==> src/rtl/bt656_rx.sv <==
// BT.656 receiver: finds TRS codes, decodes the F/V/H flags, passes active video and tracks line lock.
// Define BT656_RX_ECC_EN to correct single-bit errors in the XY status byte.
module bt656_rx #(
    parameter int HACT_PIXELS = 1440,
    parameter int LOCK_LINES  = 2
) (
    input  logic        i_SysClock,
    input  logic        i_ResetN,
    input  logic        i_DataEn,
    input  logic [7:0]  i_Data,
    output logic [7:0]  o_Data,
    output logic        o_DataValid,
    output logic        o_Fsignal,
    output logic        o_Vsignal,
    output logic        o_Hsignal,
    output logic [15:0] o_LineCount,
    output logic [15:0] o_PixelCount,
    output logic        o_Locked,
    output logic        o_CodeError,
    output logic        o_LenError,
    output logic [1:0]  o_TrsState
);

    localparam logic [15:0] HACT_L = 16'(HACT_PIXELS);
    localparam logic [15:0] LOCK_L = 16'(LOCK_LINES);

    typedef enum logic [1:0] {SEEK, GOT_FF, GOT_00, GOT_0000} trs_state_e;

    trs_state_e  state_q, state_d;
    logic        xy_strobe;

    logic [7:0]  data_q, data_d;
    logic        dv_q, dv_d;
    logic        f_q, f_d, v_q, v_d, h_q, h_d;
    logic [15:0] line_q, line_d;
    logic [15:0] pix_q, pix_d;
    logic [15:0] good_q, good_d;
    logic        locked_q, locked_d;
    logic        code_err_q, code_err_d;
    logic        len_err_q, len_err_d;
    logic        active_q, active_d;
    logic        sav_v0_q, sav_v0_d;

    logic        dec_f, dec_v, dec_h;
    logic [3:0]  p_exp, syndrome;
    logic        syn_ok, xy_valid, xy_bad;
    logic        line_clr, line_inc;
    logic [15:0] good_inc;

    // TRS detector; only accepted bytes move it
    always_comb begin
        state_d   = state_q;
        xy_strobe = 1'b0;
        if (i_DataEn) begin
            case (state_q)
                SEEK:     state_d = (i_Data == 8'hFF) ? GOT_FF : SEEK;
                GOT_FF:   state_d = (i_Data == 8'h00) ? GOT_00 : SEEK;
                GOT_00: begin
                    if (i_Data == 8'h00)      state_d = GOT_0000;
                    else if (i_Data == 8'hFF) state_d = GOT_FF;
                    else                      state_d = SEEK;
                end
                GOT_0000: begin
                    xy_strobe = 1'b1;
                    state_d   = (i_Data == 8'hFF) ? GOT_FF : SEEK;
                end
                default:  state_d = SEEK;
            endcase
        end
    end

    // XY decode; the syndrome pattern pinpoints which flag or parity bit flipped
    always_comb begin
        dec_f    = i_Data[6];
        dec_v    = i_Data[5];
        dec_h    = i_Data[4];
        p_exp    = {i_Data[5] ^ i_Data[4], i_Data[6] ^ i_Data[4],
                    i_Data[6] ^ i_Data[5], i_Data[6] ^ i_Data[5] ^ i_Data[4]};
        syndrome = i_Data[3:0] ^ p_exp;
`ifdef BT656_RX_ECC_EN
        syn_ok = 1'b1;
        case (syndrome)
            4'b0000, 4'b0001, 4'b0010, 4'b0100, 4'b1000: syn_ok = 1'b1;
            4'b0111: dec_f = ~i_Data[6];
            4'b1011: dec_v = ~i_Data[5];
            4'b1101: dec_h = ~i_Data[4];
            default: syn_ok = 1'b0;
        endcase
`else
        syn_ok = (syndrome == 4'b0000);
`endif
        xy_valid = xy_strobe && i_Data[7] && syn_ok;
        xy_bad   = xy_strobe && !(i_Data[7] && syn_ok);
    end

    always_comb begin
        data_d     = data_q;
        dv_d       = 1'b0;
        f_d        = f_q;
        v_d        = v_q;
        h_d        = h_q;
        pix_d      = pix_q;
        good_d     = good_q;
        locked_d   = locked_q;
        code_err_d = 1'b0;
        len_err_d  = 1'b0;
        active_d   = active_q;
        sav_v0_d   = sav_v0_q;
        line_clr   = 1'b0;
        line_inc   = 1'b0;
        good_inc   = (good_q < LOCK_L) ? good_q + 16'd1 : good_q;

        // FF never occurs in video, so it always ends the active region
        if (i_DataEn && active_q && i_Data != 8'hFF) begin
            data_d = i_Data;
            dv_d   = 1'b1;
            pix_d  = (pix_q == 16'hFFFF) ? pix_q : pix_q + 16'd1;
        end
        if (i_DataEn && i_Data == 8'hFF) active_d = 1'b0;

        if (xy_bad) begin
            code_err_d = 1'b1;
            locked_d   = 1'b0;
            good_d     = 16'd0;
        end

        if (xy_valid) begin
            f_d = dec_f;
            v_d = dec_v;
            h_d = dec_h;
            if (dec_f != f_q || (dec_v && !v_q)) line_clr = 1'b1;
            if (!dec_h) begin
                active_d = !dec_v;
                sav_v0_d = !dec_v;
                pix_d    = 16'd0;
            end else begin
                sav_v0_d = 1'b0;
                if (sav_v0_q) begin
                    if (pix_q == HACT_L) begin
                        good_d   = good_inc;
                        locked_d = (good_inc >= LOCK_L);
                        line_inc = !dec_v;
                    end else begin
                        len_err_d = 1'b1;
                        locked_d  = 1'b0;
                        good_d    = 16'd0;
                    end
                end
            end
        end

        if (line_clr)      line_d = 16'd0;
        else if (line_inc) line_d = line_q + 16'd1;
        else               line_d = line_q;
    end

    always_ff @(posedge i_SysClock) begin
        if (!i_ResetN) begin
            state_q    <= SEEK;
            data_q     <= 8'h00;
            dv_q       <= 1'b0;
            f_q        <= 1'b0;
            v_q        <= 1'b0;
            h_q        <= 1'b0;
            line_q     <= 16'd0;
            pix_q      <= 16'd0;
            good_q     <= 16'd0;
            locked_q   <= 1'b0;
            code_err_q <= 1'b0;
            len_err_q  <= 1'b0;
            active_q   <= 1'b0;
            sav_v0_q   <= 1'b0;
        end else begin
            state_q    <= state_d;
            data_q     <= data_d;
            dv_q       <= dv_d;
            f_q        <= f_d;
            v_q        <= v_d;
            h_q        <= h_d;
            line_q     <= line_d;
            pix_q      <= pix_d;
            good_q     <= good_d;
            locked_q   <= locked_d;
            code_err_q <= code_err_d;
            len_err_q  <= len_err_d;
            active_q   <= active_d;
            sav_v0_q   <= sav_v0_d;
        end
    end

    assign o_Data       = data_q;
    assign o_DataValid  = dv_q;
    assign o_Fsignal    = f_q;
    assign o_Vsignal    = v_q;
    assign o_Hsignal    = h_q;
    assign o_LineCount  = line_q;
    assign o_PixelCount = pix_q;
    assign o_Locked     = locked_q;
    assign o_CodeError  = code_err_q;
    assign o_LenError   = len_err_q;
    assign o_TrsState   = state_q;

endmodule
==> config.mk <==
export PLATFORM = sky130hd
export DESIGN_NAME = bt656_rx
export DESIGN_NICKNAME = d
export VERILOG_FILES = /design/src/rtl/bt656_rx.sv
export SDC_FILE = /design/constraint.sdc
export NUM_CORES = 1
export LEC_CHECK = 0
export ABC_CLOCK_PERIOD_IN_PS = 7870
export BUFFER_PORTS_ARGS = -buffer_cell sky130_fd_sc_hd__buf_4
export CAP_MARGIN = 20
export CORE_MARGIN = 4
export CORE_UTILIZATION = 38
export CTS_CLUSTER_DIAMETER = 40
export DETAILED_ROUTE_END_ITERATION = 8
export GPL_TIMING_DRIVEN = 1
export PLACE_DENSITY = 0.67
export SKIP_CTS_REPAIR_TIMING = 1
export SYNTH_ARGS = -nofsm -noshare
export SYNTH_HDL_FRONTEND = slang
export SYNTH_SLANG_ARGS = --single-unit
==> constraint.sdc <==
create_clock -name i_SysClock -period 7.87 [get_ports i_SysClock]
set_input_delay 2.361 -clock i_SysClock [delete_from_list [all_inputs] [get_ports i_SysClock]]
set_output_delay 2.361 -clock i_SysClock [all_outputs]
set_load 0.01 [all_outputs]
**Word-level counts from Yosys, hierarchy flattened**

Cells that the tools add are included.

- Bits in registers: 67
- Output and inout port bits: 49
- Input bits: 11

- $lt $le $gt $ge: 2
- Equality and inequality tests: 8
- Bitwise gates (word level): 6
- Reductions and logical operators: 18
- Multiplexer cells: 34
- Add/subtract/negate cells: 3

Operator list:

| operator | number |
|---|---|
| $mux W16 | 10 |
| $add A16 B1 Y16 const B | 3 |
| $mux W1 | 21 |
| $eq A16 B11 Y1 const B | 1 |
| $eq A16 B16 Y1 const B | 1 |
| $ge A16 B2 Y1 const B | 1 |
| $lt A16 B2 Y1 const B | 1 |
| $eq A8 B8 Y1 const B | 1 |
| $logic_and A1 B1 Y1 | 8 |
| $logic_not A8 Y1 | 1 |
| $ne A8 B8 Y1 const B | 1 |
| $pmux W2 S3 | 1 |
| $eq A2 B2 Y1 const B | 2 |
| $logic_not A4 Y1 | 1 |
| $mux W2 | 2 |
| $reduce_and A4 Y1 | 1 |
| $reduce_or A2 Y1 | 2 |
| $xor A1 B1 Y1 | 4 |
| $xor A4 B4 Y4 | 1 |
| $logic_not A1 Y1 | 3 |
| $eq A2 B1 Y1 const B | 1 |
| $logic_not A2 Y1 | 1 |
| $logic_or A1 B1 Y1 | 1 |
| $ne A1 B1 Y1 | 1 |
| $not A1 Y1 | 1 |

**Longest topological paths before layout**

- Depth in word-level cells: 11
- Depth in mapped cells: 10
- Mapped depth without buffers: 8

**Worst setup path before layout**

No wires, ideal clock.

- Path kind: input port to flip-flop
- From: in i_Data[5]
- To: reg line_q[10] (netlist: o_LineCount[10])
- Arrival: 4.285 ns
- Setup slack: 3.471 ns
- Path buffers: 3
- Cell stages on the path: 9
- Path through: buf_2 -> nand2b_1 -> o22a_1 -> mux4_2 -> or3_1 -> buf_2 -> o21ai_2 -> buf_4 -> nor2_1

- Word-level cells in the longest chain between the ends: 7
- Elaborated cells on any way between the ends: 16
- Those cells by class: 6 x mux; 4 x bitwise; 6 x reduce/logical

Ends and longest elaborated chain:

| what | RTL line | source |
|---|---|---|
| from (decl) | 10 | `input logic [7:0] i_Data,` |
| $xor A1 B1 Y1 (2 in a row) | 78 | `i_Data[6] ^ i_Data[5], i_Data[6] ^ i_Data[5] ^ i_Data[4]};` |
| $xor A4 B4 Y4 | 79 | `syndrome = i_Data[3:0] ^ p_exp;` |
| $logic_not A4 Y1 | 90 | `syn_ok = (syndrome == 4'b0000);` |
| $logic_and A1 B1 Y1 | 92 | `xy_valid = xy_strobe && i_Data[7] && syn_ok;` |
| $mux W1 | 127 | `if (xy_valid) begin` |
| $reduce_or A2 Y1 (no source line) | -- |  |
| to (signal assigned) | 180 | `line_q <= line_d;` |
| to (decl) | 35 | `logic [15:0] line_q, line_d;` |

Parallel ways exist; a longest one is shown, timed or not.
A chain may end at the register's enable or synchronous reset.

**Worst setup path after layout**

- From: in i_Data[4]
- To: reg line_q[0] (netlist: o_LineCount[0])

- Word-level cells in the longest chain between the ends: 6
- Elaborated cells on any way between the ends: 10
- Those cells by class: 3 x mux; 4 x bitwise; 3 x reduce/logical

Ends and longest elaborated chain:

| what | RTL line |
|---|---|
| $xor A1 B1 Y1 (on tied branches) | 78, 77 |
| $xor A4 B4 Y4 | 79 |
| $logic_not A4 Y1 | 90 |
| $logic_and A1 B1 Y1 | 92 |
| $mux W1 | 127 |
| $reduce_or A2 Y1 (no source line) | -- |

Parallel ways exist; a longest one is shown, timed or not.

==> summary.md <==
| Metric | Value |
|---|---|
| Status | `complete, no violations` |
| Min-Delay Path Class | `reg -> reg` |
| Initial antenna violation count | `0` |
| Longest Clk Path Bufs | `2` |
| CP Data Required Time | `8.07 ns` |
| Unrepaired setup endpoints after global routing | `false` |
| Ports | `60` |
| Largest net degree at the start of global routing | `36` |
| Sequential share of the synthesized area | `42.5%` |
| Clk_lat worst skew | `0.35 ns` |
| Total GRT Usage | `15.0%` |
| Net count, final | `425` |
| Final Hold Viols | `0` |
| Maximum VDD drop | `0.0933 mV` |
| Critical Path, Cell by Cell | `buf_4, nand2b_4, o22a_1, mux4_2, or3_1, o21ai_2, nor2_1` |
| # H-tree levels | `3` |
| Final Worst Setup Slack | `3.22 ns` |
| Top cells by count, synth | `dfxtp_1, nor2_1, nand2_1, nor4_1, xnor2_1` |
| Crit share post-route | `59.1%` |
| Cell with the most instances after synthesis | `dfxtp_1` |
| Dpl cells | `495` |
| Asr flop ratio synth | `0%` |
| Drt wl/cell | `14.2 um` |
| Yosys warns | `0` |
| Die height | `99.1 um` |
| Final Slew Violations | `0` |
| Final clock skew | `0.0100 ns` |
| # rows | `32` |
| CTS root buffer | `clkbuf_8` |
| Setup Viol. Count Final | `0` |
| Slew @ Worst Pin | `0.927 ns` |
| Power density over cell area | `183 nW/um^2` |
| Slowest stage cell on the critical path | `mux4_2` |
| RePlAce Congestion | `0.851` |
| Iter 0 DRT Violations | `109` |
| Register bit total from synthesis | `67` |
| Cell taking the most area after synthesis | `dfxtp_1` |
| Initial Util | `40.0%` |
| Yosys top cell area share | `42.5%` |
| Netlist cell types | `46` |
| GR Overflow Total | `0` |
| DRT Pass-1 Iters | `5` |
| Worst EP arrival | `4.85 ns` |
| Post-DP HPWL | `5.24 mm` |
| Normalized max-slew margin | `37.8%` |
| Clock transition at path regs | `0.07 ns` |
| Number of diodes | `0` |
| Area grow syn2layout | `23.5%` |
| Final Critical Period | `4.65 ns` |
| Bufs and invs on worst path | `1` |
| Post-layout util | `49.4%` |
| Finished Layout Cells | `512` |
| Post-route ant nets | `0` |
| CTS tree | `done` |
| Fillers | `752` |
| Top cells by area, synth | `dfxtp_1, xnor2_1, nor2_1` |
| Max Cap Violations | `0` |
| Setup tns final | `0 ns` |
| Mean post-synth cell area | `9.02 um^2` |
| Synth Net Count | `370` |
| Syn Inst Count | `350` |
| WL final | `7.25 mm` |
| Core area | `7890 um^2` |
| Lkg Pwr | `1.58 nW` |
| Primary FF master, synth | `dfxtp_1` |
| Crit Path Class | `in -> reg` |
| Number of synthesized flops with an enable pin | `0` |
| Port bufs | `59` |
| First-pass GRT wire length | `11.9 mm` |
| Layout cell share with drive strength beyond 1 | `20.5%` |
| Crit path max fanout | `21` |
| CP top delay family | `simple AND/OR/NAND/NOR gates` |
| Routed vias/inst | `5.34` |
| CP max stage delay | `0.66 ns` |
| Die footprint | `9830 um^2` |
| Die X | `99.1 um` |
| CTS sink count | `67` |
| Crit path capture type | `register` |
| Synth Cell Area | `3160 um^2` |
| Via count | `2,734` |
| CTS Buf Count | `9` |
| Peak Freq | `0.215 GHz` |
| DRC Markers | `0` |
| Startpoint types | `input pin` |
| Vias in the first global route | `2,551` |
| Pre-CTS setup slack | `2.77 ns` |
through the flow:
| stage | hold slack, ns | cell area [um^2] | power [mW] |
|---|---|---|---|
| 3_3_place_gp | 0.467 | 3650 | 0.376 |
| 5_1_grt | 0.492 | 3900 | 0.739 |
| 4_1_cts | 0.486 | 3890 | 0.724 |
| 3_5_place_dp | 0.470 | 3650 | 0.377 |
| 2_1_floorplan | 0.450 | 3160 | 0.368 |
| 6_report | 0.481 | 3900 | 0.715 |
final timing paths:
| check | slack [ns] | cells after the start | start | end |
|---|---|---|---|---|
| worst max-delay path | 3.22 | 7 | i_Data[4] | o_LineCount[0] |
| worst min-delay path | 0.48 | 1 | good_q[6] | good_q[6] |
| worst max register to register | 5.52 | 6 | o_PixelCount[5] | o_LineCount[15] |
| worst min register to register | 0.48 | 1 | good_q[6] | good_q[6] |
routing by layer:
layer | up-vias | GRT usage, % | part of all wire (%)
met1 | 1287 | 19.0 | 46
met5 | - | 0 | 0
met2 | 70 | 23.2 | 46
li1 | 1359 | - | -
met4 | 0 | 6.51 | 2.4
met3 | 18 | 5.05 | 5.6
cells in the final DEF (no fill, tap or decap), types with 2 or more instances in the layout:
cell type / Yosys / routed
nor4_1: 22 / 22
nor4b_1: 2 / 2
dfxtp_1: 67 / 67
and4b_1: 2 / 2
ha_1: 9 / 9
clkinv_2: 0 / 2
and3_1: 18 / 18
nor2b_1: 11 / 11
and2_1: 7 / 7
nand3_1: 12 / 12
mux2i_1: 14 / 14
clkbuf_8: 0 / 9
a2bb2oi_1: 3 / 3
buf_4: 1 / 60
a211oi_1: 2 / 2
o21ai_1: 2 / 2
inv_1: 10 / 10
xnor2_1: 21 / 21
nand4_1: 10 / 10
nor2_1: 41 / 41
o211ai_1: 5 / 5
or3_1: 2 / 2
nor3b_1: 2 / 2
bufinv_16: 0 / 3
nor3_1: 11 / 11
a31oi_1: 3 / 3
a21oi_1: 5 / 5
nand2_1: 22 / 22
a22o_1: 2 / 2
and4_1: 5 / 5
xor2_1: 9 / 9
report_power, final:
part | total (mW) | internal, mW | switching (mW)
combinational | 0.0305 | 0.0106 | 0.0199
sequential | 0.339 | 0.339 | 0.000000162
clock | 0.346 | 0.210 | 0.136
state kept, by name (all words and copies together), names as in the netlist:
register	count
good_q	16
o_LineCount	16
o_PixelCount	16
o_Data	8
o_TrsState	2
active_q	1
o_CodeError	1
o_DataValid	1
o_Fsignal	1
o_Hsignal	1
o_LenError	1
o_Locked	1
o_Vsignal	1
sav_v0_q	1
cell families after synthesis:
| kind of cell | count (synthesis) | share of synthesized area (%) |
|---|---|---|
| AO/OA/AOI/OAI | 31 | 7.45 |
| multiplexers | 15 | 5.15 |
| buffers and inverters | 27 | 3.73 |
| AND/OR/NAND/NOR | 171 | 29.3 |
| flip-flops | 67 | 42.5 |
| adder cells (fa/ha/maj) | 9 | 3.57 |
| XOR/XNOR | 30 | 8.32 |
worst reg2reg max path: stages, from the launching register on:
cell and delay (ns):
dfxtp_1 0.43, nor4b_1 0.43, and4_1 0.36, nand3_1 0.34
nor4_1 0.43, xnor2_1 0.16, nor2_1 0.06
area by class of cell:
cell class	instances	area [um^2]	share of cell area, %
clock buffer	9	124	3.18
clock inverter	7	116	2.98
inverter	10	37.5	0.962
multi-input combinational	256	1700	43.5
sequential	67	1340	34.4
tap	102	128	3.27
timing repair buffer	61	455	11.7
Power figures use the tool's default switching activity.
